==> src/rtl/rf_port_sequencer_pkg.sv <==
// Shared definitions for the register-file port sequencer: default widths
// and the 2-bit state encoding of the port-arbitration FSM.
package rf_port_sequencer_pkg;

    localparam int AW_DEF = 5;
    localparam int DW_DEF = 32;

    typedef enum logic [1:0] {
        ST_IDLE  = 2'b00,
        ST_RD_RS = 2'b01,
        ST_RD_RT = 2'b10,
        ST_WR    = 2'b11
    } seq_state_e;

    // True for the two states that drive OE on the register file
    function automatic logic is_read_state(input seq_state_e st);
        return (st == ST_RD_RS) || (st == ST_RD_RT);
    endfunction

endpackage

==> src/rtl/rf_port_sequencer.sv <==
// Time-multiplexes a single-port register file between operand fetch
// (rs, optionally rt) and writeback. Every RF-facing output is a flop, so
// Reg/OE/Wr/W_data hold steady for a whole clock period and the RF can
// commit its write on the mid-cycle falling edge.
module rf_port_sequencer
    import rf_port_sequencer_pkg::*;
#(
    parameter int AW          = AW_DEF,
    parameter int DW          = DW_DEF,
    parameter int WR_PRIORITY = 1
) (
    input  logic          clk,
    input  logic          rst_n,
    input  logic          rd_req,
    input  logic          rd_two,
    input  logic [AW-1:0] rs_addr,
    input  logic [AW-1:0] rt_addr,
    output logic [DW-1:0] rs_val,
    output logic [DW-1:0] rt_val,
    output logic          rd_valid,
    input  logic          wr_req,
    input  logic [AW-1:0] wr_addr,
    input  logic [DW-1:0] wr_data,
    output logic          wr_done,
    output logic          busy,
    output logic [AW-1:0] rf_reg,
    output logic          rf_oe,
    output logic          rf_wr,
    output logic [DW-1:0] rf_wdata,
    input  logic [DW-1:0] rf_rdata
);

    localparam bit WR_FIRST = (WR_PRIORITY != 0);

    seq_state_e    state_q, state_d;
    logic [AW-1:0] rf_reg_q, rf_reg_d;
    logic          rf_oe_q, rf_oe_d;
    logic          rf_wr_q, rf_wr_d;
    logic [DW-1:0] rf_wdata_q, rf_wdata_d;
    logic [DW-1:0] rs_val_q, rs_val_d;
    logic [DW-1:0] rt_val_q, rt_val_d;
    logic          rd_valid_q, rd_valid_d;
    logic          wr_done_q, wr_done_d;
    logic [AW-1:0] rt_addr_q, rt_addr_d;
    logic          two_q, two_d;

    // A request is ignored in its own done cycle: the requester is still
    // dropping it, and re-accepting would start a duplicate operation.
    logic rd_ok, wr_ok, take_wr, take_rd;
    assign rd_ok   = rd_req && !rd_valid_q;
    assign wr_ok   = wr_req && !wr_done_q;
    assign take_wr = wr_ok && (WR_FIRST || !rd_ok);
    assign take_rd = rd_ok && !take_wr;

    // Next-state and next-output logic for the arbitration FSM
    always_comb begin
        state_d    = state_q;
        rf_reg_d   = rf_reg_q;
        rf_oe_d    = 1'b0;
        rf_wr_d    = 1'b0;
        rf_wdata_d = rf_wdata_q;
        rs_val_d   = rs_val_q;
        rt_val_d   = rt_val_q;
        rd_valid_d = 1'b0;
        wr_done_d  = 1'b0;
        rt_addr_d  = rt_addr_q;
        two_d      = two_q;
        case (state_q)
            ST_IDLE: begin
                if (take_wr) begin
                    if (wr_addr == '0) begin
                        // $0 is hardwired: acknowledge without touching the RF
                        wr_done_d = 1'b1;
                    end else begin
                        state_d    = ST_WR;
                        rf_reg_d   = wr_addr;
                        rf_wdata_d = wr_data;
                        rf_wr_d    = 1'b1;
                    end
                end else if (take_rd) begin
                    state_d   = ST_RD_RS;
                    rf_reg_d  = rs_addr;
                    rf_oe_d   = 1'b1;
                    rt_addr_d = rt_addr;
                    two_d     = rd_two;
                end
            end
            ST_RD_RS: begin
                rs_val_d = rf_rdata;
                if (two_q) begin
                    state_d  = ST_RD_RT;
                    rf_reg_d = rt_addr_q;
                    rf_oe_d  = 1'b1;
                end else begin
                    state_d    = ST_IDLE;
                    rd_valid_d = 1'b1;
                end
            end
            ST_RD_RT: begin
                rt_val_d   = rf_rdata;
                state_d    = ST_IDLE;
                rd_valid_d = 1'b1;
            end
            ST_WR: begin
                state_d   = ST_IDLE;
                wr_done_d = 1'b1;
            end
            default: state_d = ST_IDLE;
        endcase
    end

    // State and output registers; reset also suppresses any capture or
    // done pulse of the operation that was in flight.
    always_ff @(posedge clk) begin
        if (!rst_n) begin
            state_q    <= ST_IDLE;
            rf_reg_q   <= '0;
            rf_oe_q    <= 1'b0;
            rf_wr_q    <= 1'b0;
            rf_wdata_q <= '0;
            rs_val_q   <= '0;
            rt_val_q   <= '0;
            rd_valid_q <= 1'b0;
            wr_done_q  <= 1'b0;
            rt_addr_q  <= '0;
            two_q      <= 1'b0;
        end else begin
            state_q    <= state_d;
            rf_reg_q   <= rf_reg_d;
            rf_oe_q    <= rf_oe_d;
            rf_wr_q    <= rf_wr_d;
            rf_wdata_q <= rf_wdata_d;
            rs_val_q   <= rs_val_d;
            rt_val_q   <= rt_val_d;
            rd_valid_q <= rd_valid_d;
            wr_done_q  <= wr_done_d;
            rt_addr_q  <= rt_addr_d;
            two_q      <= two_d;
        end
    end

    assign rf_reg   = rf_reg_q;
    assign rf_oe    = rf_oe_q;
    assign rf_wr    = rf_wr_q;
    assign rf_wdata = rf_wdata_q;
    assign rs_val   = rs_val_q;
    assign rt_val   = rt_val_q;
    assign rd_valid = rd_valid_q;
    assign wr_done  = wr_done_q;
    assign busy     = (state_q != ST_IDLE);

endmodule

==> config.mk <==
export PLATFORM = sky130hd
export DESIGN_NAME = rf_port_sequencer
export DESIGN_NICKNAME = d
export VERILOG_FILES = /design/src/rtl/rf_port_sequencer_pkg.sv /design/src/rtl/rf_port_sequencer.sv
export SDC_FILE = /design/constraint.sdc
export NUM_CORES = 1
export LEC_CHECK = 0
export ABC_CLOCK_PERIOD_IN_PS = 1600
export CORE_ASPECT_RATIO = 0.8
export CORE_MARGIN = 4
export CORE_UTILIZATION = 37
export CTS_CLUSTER_SIZE = 10
export DETAILED_ROUTE_END_ITERATION = 10
export GPL_TIMING_DRIVEN = 0
export PLACE_DENSITY = 0.75
export RECOVER_POWER = 100
export SLEW_MARGIN = 20
export SYNTH_ARGS = -nofsm -noshare
export SYNTH_HDL_FRONTEND = slang
export SYNTH_SLANG_ARGS = --single-unit
==> constraint.sdc <==
create_clock -name clk -period 1.6 [get_ports clk]
set_input_delay 0.16 -clock clk [delete_from_list [all_inputs] [get_ports clk]]
set_output_delay 0.16 -clock clk [all_outputs]
set_load 0.02 [all_outputs]
# Yosys cells after proc, flatten, opt, wreduce, memory -nomap -nowiden
# Index checks and enable logic that the tools add are counted.
# word_totals
wordCells,55
regBits,113
# op_classes
n_reduce_logical,16
eq_ne,6
mux,20
n_bitwise,2
# op_table
operator,n
$mux W5,4
$pmux W5 S2,1
$reduce_and A3 Y1,3
$mux W2,4
$mux W1,7
$ne A3 B3 Y1 const B,2
$pmux W1 S2,3
$pmux W2 S3,1
$logic_not A5 Y1,1
$eq A2 B2 Y1 const B,2
$reduce_and A4 Y1,1
$reduce_bool A2 Y1,2
$logic_and A1 B1 Y1,3
$logic_not A1 Y1,3
$eq A2 B1 Y1 const B,1
$logic_not A2 Y1,1
$ne A2 B2 Y1 const B,1
$not A1 Y1,2
$reduce_and A2 Y1,1
$reduce_or A2 Y1,1

# Depth between registers and ports, before layout
# Gate-level depths: netlist of run 1.
# logic_depth
ltp_word,7
mapped_depth,7
ltp_nobuf,6

# Worst setup path before layout of run 1
# Ideal clock, no wire load.
# synth_timing
path_kind,flip-flop to flip-flop
start,register state_q[0]
end,"register rf_wdata_q[0], in the netlist rf_wdata[0]"
path_slack_ns,-0.091
setup_ns,0.070
path_stages_with_launch,8
n_path_buf,1
t_required_ns,1.530
arrival_time_ns,1.620
period_less_slack_ns,1.691
cell_sequence,dfxtp_1 -> inv_1 -> ha_1 -> inv_1 -> a211oi_2 -> clkbuf_1 -> nand2_1 -> a21oi_1
# synth_via
elab_chain_len,2
# synth_rtl
element,line_no,rtl
start: declaration,rf_port_sequencer.sv:35,"seq_state_e state_q, state_d;"
start signal: assignment,rf_port_sequencer.sv:128,state_q <= state_d;
$logic_not A2 Y1,rf_port_sequencer.sv:68,case (state_q)
$reduce_and A3 Y1 (no source line),-,
end signal: assignment,rf_port_sequencer.sv:132,rf_wdata_q <= rf_wdata_d;
end: declaration,rf_port_sequencer.sv:39,"logic [DW-1:0] rf_wdata_q, rf_wdata_d;"
# Every way passes these cells.
# A chain may end at the register's enable or synchronous reset.

# Final worst setup path of run 1
# layout_timing
start,input port wr_addr[3]
end,"register rf_reg_q[0], in the netlist rf_reg[0]"
# layout_via
elab_chain_len,3
# layout_rtl
element,line_no,rtl
start: declaration,rf_port_sequencer.sv:22,"input logic [AW-1:0] wr_addr,"
$logic_not A5 Y1,rf_port_sequencer.sv:71,if (wr_addr == '0) begin
$ne A3 B3 Y1 (no source line),-,
$reduce_and A4 Y1 (no source line),-,
end signal: assignment,rf_port_sequencer.sv:129,rf_reg_q <= rf_reg_d;
end: declaration,rf_port_sequencer.sv:36,"logic [AW-1:0] rf_reg_q, rf_reg_d;"
# Every way passes these cells.

==> results of run 1 <==
[tightest hold or removal path: cells and delay by family]
family | cells | cell delay [ns]
buffers and inverters | 1 | 0.16
AOI/OAI and AO/OA | 1 | 0.06
and+or+nand+nor | 2 | 0.20
[logic make-up after synthesis]
| family | after synthesis | share of synthesized area |
|---|---|---|
| simple gates | 162 | 0.153 |
| flops | 113 | 0.539 |
| mux | 72 | 0.172 |
| compound gates | 57 | 0.0858 |
| buf+inv | 35 | 0.0393 |
| fa+ha+maj | 4 | 0.0119 |
[stage by stage]
stage | util | hold WS [ns]
finish | 0.636 | 0.226
global route | 0.636 | 0.242
CTS | 0.633 | 0.287
detailed placement | 0.572 | 0.450
global placement | 0.572 | 0.441
floorplan | - | 0.296
[power by group]
part | switching (mW) | internal, mW
Sequential | 0.202 | 3.18
Clock | 1.22 | 2.34
Combinational | 1.45 | 1.41
Total | 2.87 | 6.93
[final cells by class]
class                   instances  area [µm²]  share of cell area
plain buffers                  26         149              0.0213
clock buffers                  24         512              0.0733
clock inverters                 5        52.6             0.00753
inverters                       6        22.5             0.00323
multi-input cells             295        1830               0.262
flip-flops and latches        113        2260               0.324
well taps                     144         180              0.0258
repair buffers                200        1970               0.282
[routing by layer]
metal,share of wire,wire length (µm),vias up,track usage
met4,0.011,144,0,0.0692
met1,0.42,5460,1819,0.222
met2,0.46,5990,173,0.317
li1,-,-,1913,-
met3,0.10,1300,15,0.0945
met5,0,0,-,0
[cell usage in the layout (no fill, tap or decap), types with 2 or more instances in the layout]
cell             count
o31ai_1              4
buf_6                4
clkdlybuf4s50_1    184
clkbuf_1            13
nor3_1               3
inv_2                3
clkbuf_8             6
clkbuf_4             3
buf_2                2
dfxtp_2              2
nand2_1             76
dlymetal6s2s_1       2
o2111ai_1            4
dfxtp_1            111
buf_1                3
o21ai_0              6
nor2_1              73
clkbuf_16           17
clkbuf_2             5
clkinv_2             3
inv_1                3
buf_4               10
mux2i_1             71
a21oi_1             33
ha_4                 2
and3_1               5
[worst max-delay path by stage]
stage | startpoint | endpoint | slack [ns]
after floorplan | state_q[1]$_SDFFE_PN0P_ | rf_reg[1]$_SDFFE_PN0P_ | -0.03
after global placement | wr_addr[1] | rf_reg[0]$_SDFFE_PN0P_ | -0.37
after global routing | wr_addr[3] | rf_reg[0]$_SDFFE_PN0P_ | -0.02
after detailed placement | wr_addr[1] | rf_reg[0]$_SDFFE_PN0P_ | -0.41
final | wr_addr[3] | rf_reg[0]$_SDFFE_PN0P_ | 0.03
after CTS | state_q[1]$_SDFFE_PN0P_ | rf_wdata[21]$_SDFFE_PN0P_ | 0.01
[repair_timing]
action / in CTS / in global routing
setup buffers: 5 / 4
pin swaps: 2 / 3
cloned: 1 / 1
setup endpoints to repair: 105 / 86
gates resized for setup: 21 / 14
==> run metrics, run 1 <==
outcome=finished clean; Mean Syn Cell Area=~9.5 µm²; Yosys top cell area share=0.539; gr usage total=0.193; Syn Inst Count=roughly 440; Wirelength per Cell=around 16 µm; Main synth FF type=dfxtp_1; Synth area leaders=dfxtp_1, mux2i_1, nand2_1; Hold Startpoint=wr_addr[1]; worst-case clock buffer depth=2; Hold Path Depth=4; GPL Wtd Cong=0.843; clock-pin slew on the worst setup and hold paths=roughly 0.050 ns; drt pass-1 iters=4; Iter 0 DRT Violations=108; minimum clock period=about 1.6 ns; Final WS setup=0.0340 ns; Chip Width=between 100 and 150 µm; Worst Max-Slew Pin Slew=about 0.57 ns; clock root buffer=clkbuf_16; Initial Utilization=0.383; Worst Path Max Fanout=5; critical path's slowest cell=or4_4; Final ANT Viol Nets=0; RR Endpoint=rf_reg[4]$_SDFFE_PN0P_; Min-Delay Endpoint=rf_reg[1]$_SDFFE_PN0P_; final count of negative-setup-slack endpoints=0; synth unique cells=32; CP Cell Sequence=clkdlybuf4s50_1 -> or4_4 -> o21ai_0 -> a21o_1 -> mux2i_1; Fin Setup TNS=0 ns; Skew-Pair Late Insertion Delay=0.41 ns; total wire length=12900 µm; Port Buffers=between 150 and 200; net count after synthesis=about 530; Commonest cells post-synth=dfxtp_1, nand2_1, nor2_1, mux2i_1, a21oi_1; filler instances=between 800 and 900; share of cells above drive strength 1=0.102; Ys Warns=0; synthesized area=between 0.004 and 0.005 mm²; HPWL after DPL=between 9000 and 10000 µm; worst min-delay path class=in2reg; worst r2r src=state_q[1]$_SDFFE_PN0P_; I/O pin total=190; H-tree Lvls=4; first-pass GRT wire length=~20000 µm; initial antenna violation count=0; Required @ worst endpoint=between 1.5 and 2 ns; Core ar.=~0.011 mm²; largest net degree at the start of global routing=17; hold_buf cts=0; # nets final=~750; Final Non-Filler Cells=between 800 and 900; period utilisation layout=0.979; vias in the first global route=approximately 4100; Crit Path Class=in2reg; arrival time worst endpoint=approximately 1.9 ns; ys async rst share=0; row count=34; total CTS buffers=17; pre-CTS setup slack=-0.411 ns; global route total overflow=0; Power Total=~10 mW; Leak=between 2 and 3 nW; Top delay family on crit path=compound AO/OA/AOI/OAI gates; Final Max Slew Viols=0; Finished Cell Area=~0.0070 mm²; Post-synth EDFFs=0; Syn-to-layout area delta=66.3%; Rel. slew slack=0.617; Die Height=just over 100 µm; die area=about 0.013 mm²; R2R Setup Slk=around 0.10 ns; maxcap violations=0; power density cells=around 1400 mW/mm²; sequential area share after synthesis=0.539; worst stage delay on the critical path=0.52 ns; Crit. path cell count=5; CTS sink count=between 100 and 150; Setup crit end kind=flip-flop; vias per cell=between 4 and 5; Vias=3920; worst vdd ir=roughly 940 µV; clock skew=0.0211 ns; area leader, netlist=dfxtp_1; Startpoint Class=input port; Yosys reg bits=113; n_diodes=0; post-placement cell count=about 780; Achievable Freq=0.639 GHz; CTS tree=yes; Worst Path Buf+Inv=1; # DRC=0; count leader, synth=dfxtp_1; Worst Reg2Reg Path Length in Cells=6; Hold Vio Cnt, Final=0; placed cell area=0.00628 mm²
No activity file was read; power rests on OpenSTA's default activity.
==> inputs of run 2 (changes only) <==
--- a/config.mk
+++ b/config.mk
@@ -6,13 +6,15 @@
 export NUM_CORES = 1
 export LEC_CHECK = 0
 export ABC_CLOCK_PERIOD_IN_PS = 1600
+export CELL_PAD_IN_SITES_DETAIL_PLACEMENT = 1
+export CELL_PAD_IN_SITES_GLOBAL_PLACEMENT = 1
 export CORE_ASPECT_RATIO = 0.8
 export CORE_MARGIN = 4
-export CORE_UTILIZATION = 37
+export CORE_UTILIZATION = 27
 export CTS_CLUSTER_SIZE = 10
 export DETAILED_ROUTE_END_ITERATION = 10
 export GPL_TIMING_DRIVEN = 0
-export PLACE_DENSITY = 0.75
+export PLACE_DENSITY = 0.79
 export RECOVER_POWER = 100
 export SLEW_MARGIN = 20
 export SYNTH_ARGS = -nofsm -noshare
==> run 2 against run 1 <==
  * First-iteration DRC count decreased by 2.8%
  * Wire length increased by 18%
  * Die area increased by 34%
  * Clock-buffer cell count increased by 3
  * Global-route usage decreased by 2.2 points
  * Clock power increased by 9.0%
  * Worst hold slack about the same
  * Critical endpoint is now rf_wdata[20]$_SDFFE_PN0P_
==> run metrics, run 2 (synthesized netlist as in run 1, its figures left out) <==
final count of negative-setup-slack endpoints=0 (unchanged); clock-pin slew on the worst setup and hold paths=0.05 ns (about the same); Chip Width=147 µm (was 127 µm); Rel. slew slack=0.628 (was 0.617); initial antenna violation count=0 (unchanged); die area=0.0176 mm² (was 0.0131 mm²); Port Buffers=189 (unchanged); CTS tree=yes (unchanged); vias in the first global route=4375 (was 4071); Skew-Pair Late Insertion Delay=0.41 ns (about the same); Worst Max-Slew Pin Slew=0.558 ns (was 0.573 ns); I/O pin total=190 (unchanged); CTS sink count=113 (unchanged); Die Height=120 µm (was 103 µm); gr usage total=0.171 (was 0.193); total wire length=15200 µm (was 12900 µm); Vias=4049 (was 3920); first-pass GRT wire length=23700 µm (was 20100 µm); vias per cell=4.55 (was 4.82); clock skew=0.00601 ns (was 0.0211 ns); Hold Vio Cnt, Final=0 (unchanged); Multi-input gate area=0.00187 mm² (was 0.00183 mm²); net switching power=3.03 mW (was 2.87 mW); Final Max Slew Viols=0 (unchanged); worst min-delay path class=in2reg (unchanged); GPL Wtd Cong=0.797 (was 0.843); commonest non-fill, non-tap cells in the layout=clkdlybuf4s50_1, dfxtp_1, nand2_1 (unchanged); # DRC=0 (unchanged); period utilisation layout=0.982 (was 0.979); Setup crit end kind=flip-flop (unchanged); HPWL after DPL=11000 µm (was 9400 µm); sw frac=0.295 (was 0.293); Crit Path Class=in2reg (unchanged); Worst Path Buf+Inv=3 (was 1); clock root buffer=clkbuf_16 (unchanged); Met2 Wirelength=7470 µm (was 5990 µm); Startpoint Class=input port (unchanged); Finished Cell Area=0.00715 mm² (was 0.00698 mm²); Iter 0 DRT Violations=105 (was 108); arrival time worst endpoint=1.90 ns (was 1.91 ns); Achievable Freq=0.636 GHz (was 0.639 GHz); Gate power share=0.293 (was 0.292); Worst Path Max Fanout=6 (was 5); share of cells above drive strength 1=0.122 (was 0.102); global route total overflow=0 (unchanged); Core ar.=0.0151 mm² (was 0.0110 mm²); metal3 WL=1260 µm (was 1300 µm); register area=0.00226 mm² (unchanged); Final ANT Viol Nets=0 (unchanged); CP Cell Sequence=clkdlybuf4s50_1 -> or4_4 -> o211ai_4 -> buf_4 -> buf_4 -> nand2_1 -> a21oi_1 (was clkdlybuf4s50_1 -> or4_4 -> o21ai_0 -> a21o_1 -> mux2i_1); worst vdd ir=725 µV (was 938 µV); Wirelength per Cell=17.1 µm (was 15.9 µm); worst-case clock buffer depth=2 (unchanged); minimum clock period=1.57 ns (about the same); RSZ-0062 raised after global routing=yes; cell mode on critical path=buf_4; clock power share=0.378 (was 0.363); drt pass-1 iters=4 (unchanged); hold_buf cts=0 (unchanged); row count=40 (was 34); largest net degree at the start of global routing=18 (was 17); H-tree Lvls=4 (unchanged); total CTS buffers=17 (unchanged); Required @ worst endpoint=1.93 ns (was 1.94 ns); met1 wire length=6230 µm (was 5460 µm); outcome=finished clean (unchanged); most common cell after layout, fill and taps aside=clkdlybuf4s50_1 (unchanged); Initial Utilization=0.278 (was 0.383); maxcap violations=0 (unchanged); worst stage delay on the critical path=0.47 ns (was 0.52 ns); Flop pwr share=0.330 (was 0.345); Top Layer Used=met4 (unchanged); placed cell area=0.00636 mm² (was 0.00628 mm²); Leak=2.75 nW (was 2.71 nW); Internal Power=7.25 mW (was 6.93 mW); Top delay family on crit path=buffers and inverters (was compound AO/OA/AOI/OAI gates); filler instances=1700 (was 872); Fin Setup TNS=0 ns (unchanged); Syn-to-layout area delta=70.3% (was 66.3%); critical path's slowest cell=or4_4 (unchanged); # nets final=755 (was 747); power density cells=1440 mW/mm² (was 1400 mW/mm²); n_diodes=0 (unchanged)
-- run 2: timing repair --
item                                    CTS  global route
pin swaps                                 3             4
endpoints found under the setup margin  106            58
resized for setup                        25            36
buffers inserted                          9            10
gates cloned                              0             1
-- run 2: worst reg2reg max path: cells and delay by family (launching register included) --
family / cells / cell delay, ns
compound gates: 3 / 0.59
fa+ha+maj: 1 / 0.18
buf+inv: 2 / 0.24
flops: 1 / 0.36
mux: 1 / 0.07
-- run 2: path summary, 6_finish.rpt --
path                                  start                   endpoint  slack, ns  cells after the start
setup / recovery                 wr_addr[1]  rf_wdata[20]$_SDFFE_PN0P_       0.03                      7
hold / removal                   wr_addr[4]     rf_reg[4]$_SDFFE_PN0P_       0.23                      4
setup reg to reg    state_q[0]$_SDFFE_PN0P_     rf_reg[2]$_SDFFE_PN0P_       0.06                      7
hold reg to reg   rf_wdata[26]$_SDFFE_PN0P_  rf_wdata[26]$_SDFFE_PN0P_       0.45                      2
-- run 2: layout make-up --
type	count	area share
Clock inverter	4	0.0137
Tap cell	210	0.0368
Inverter	6	0.00350
Clock buffer	27	0.0704
Timing Repair Buffer	209	0.275
Sequential cell	113	0.317
Multi-Input combinational cell	295	0.261
Buffer	25	0.0228
-- run 2: routing by layer --
layer | up-vias | GRT usage
met3 | 25 | 0.0831
met5 | - | 0
met1 | 1944 | 0.193
li1 | 1938 | -
met4 | 0 | 0.0506
met2 | 142 | 0.288
-- run 2: power by group through the flow --
stage	Clock [mW]	Sequential (mW)	Combinational, mW
after CTS	3.95	3.39	2.92
final	3.88	3.39	3.01
after detailed placement	0	3.43	2.72
after floorplan	0	3.80	1.10
after global placement	0	3.41	2.65
after global routing	4.10	3.43	3.23
-- run 2: through the flow --
stage               total power [mW]  instances  hold slack (ns)  setup WS [ns]  utilization
global placement                6.06        842            0.441         -0.470        0.421
floorplan                       4.89        443            0.296        -0.0275            -
finish                          10.3        889            0.226         0.0285        0.473
CTS                             10.3        878            0.288         0.0115        0.469
global route                    10.8        889            0.228        -0.0142        0.473
detailed placement              6.16        842            0.452         -0.523        0.421
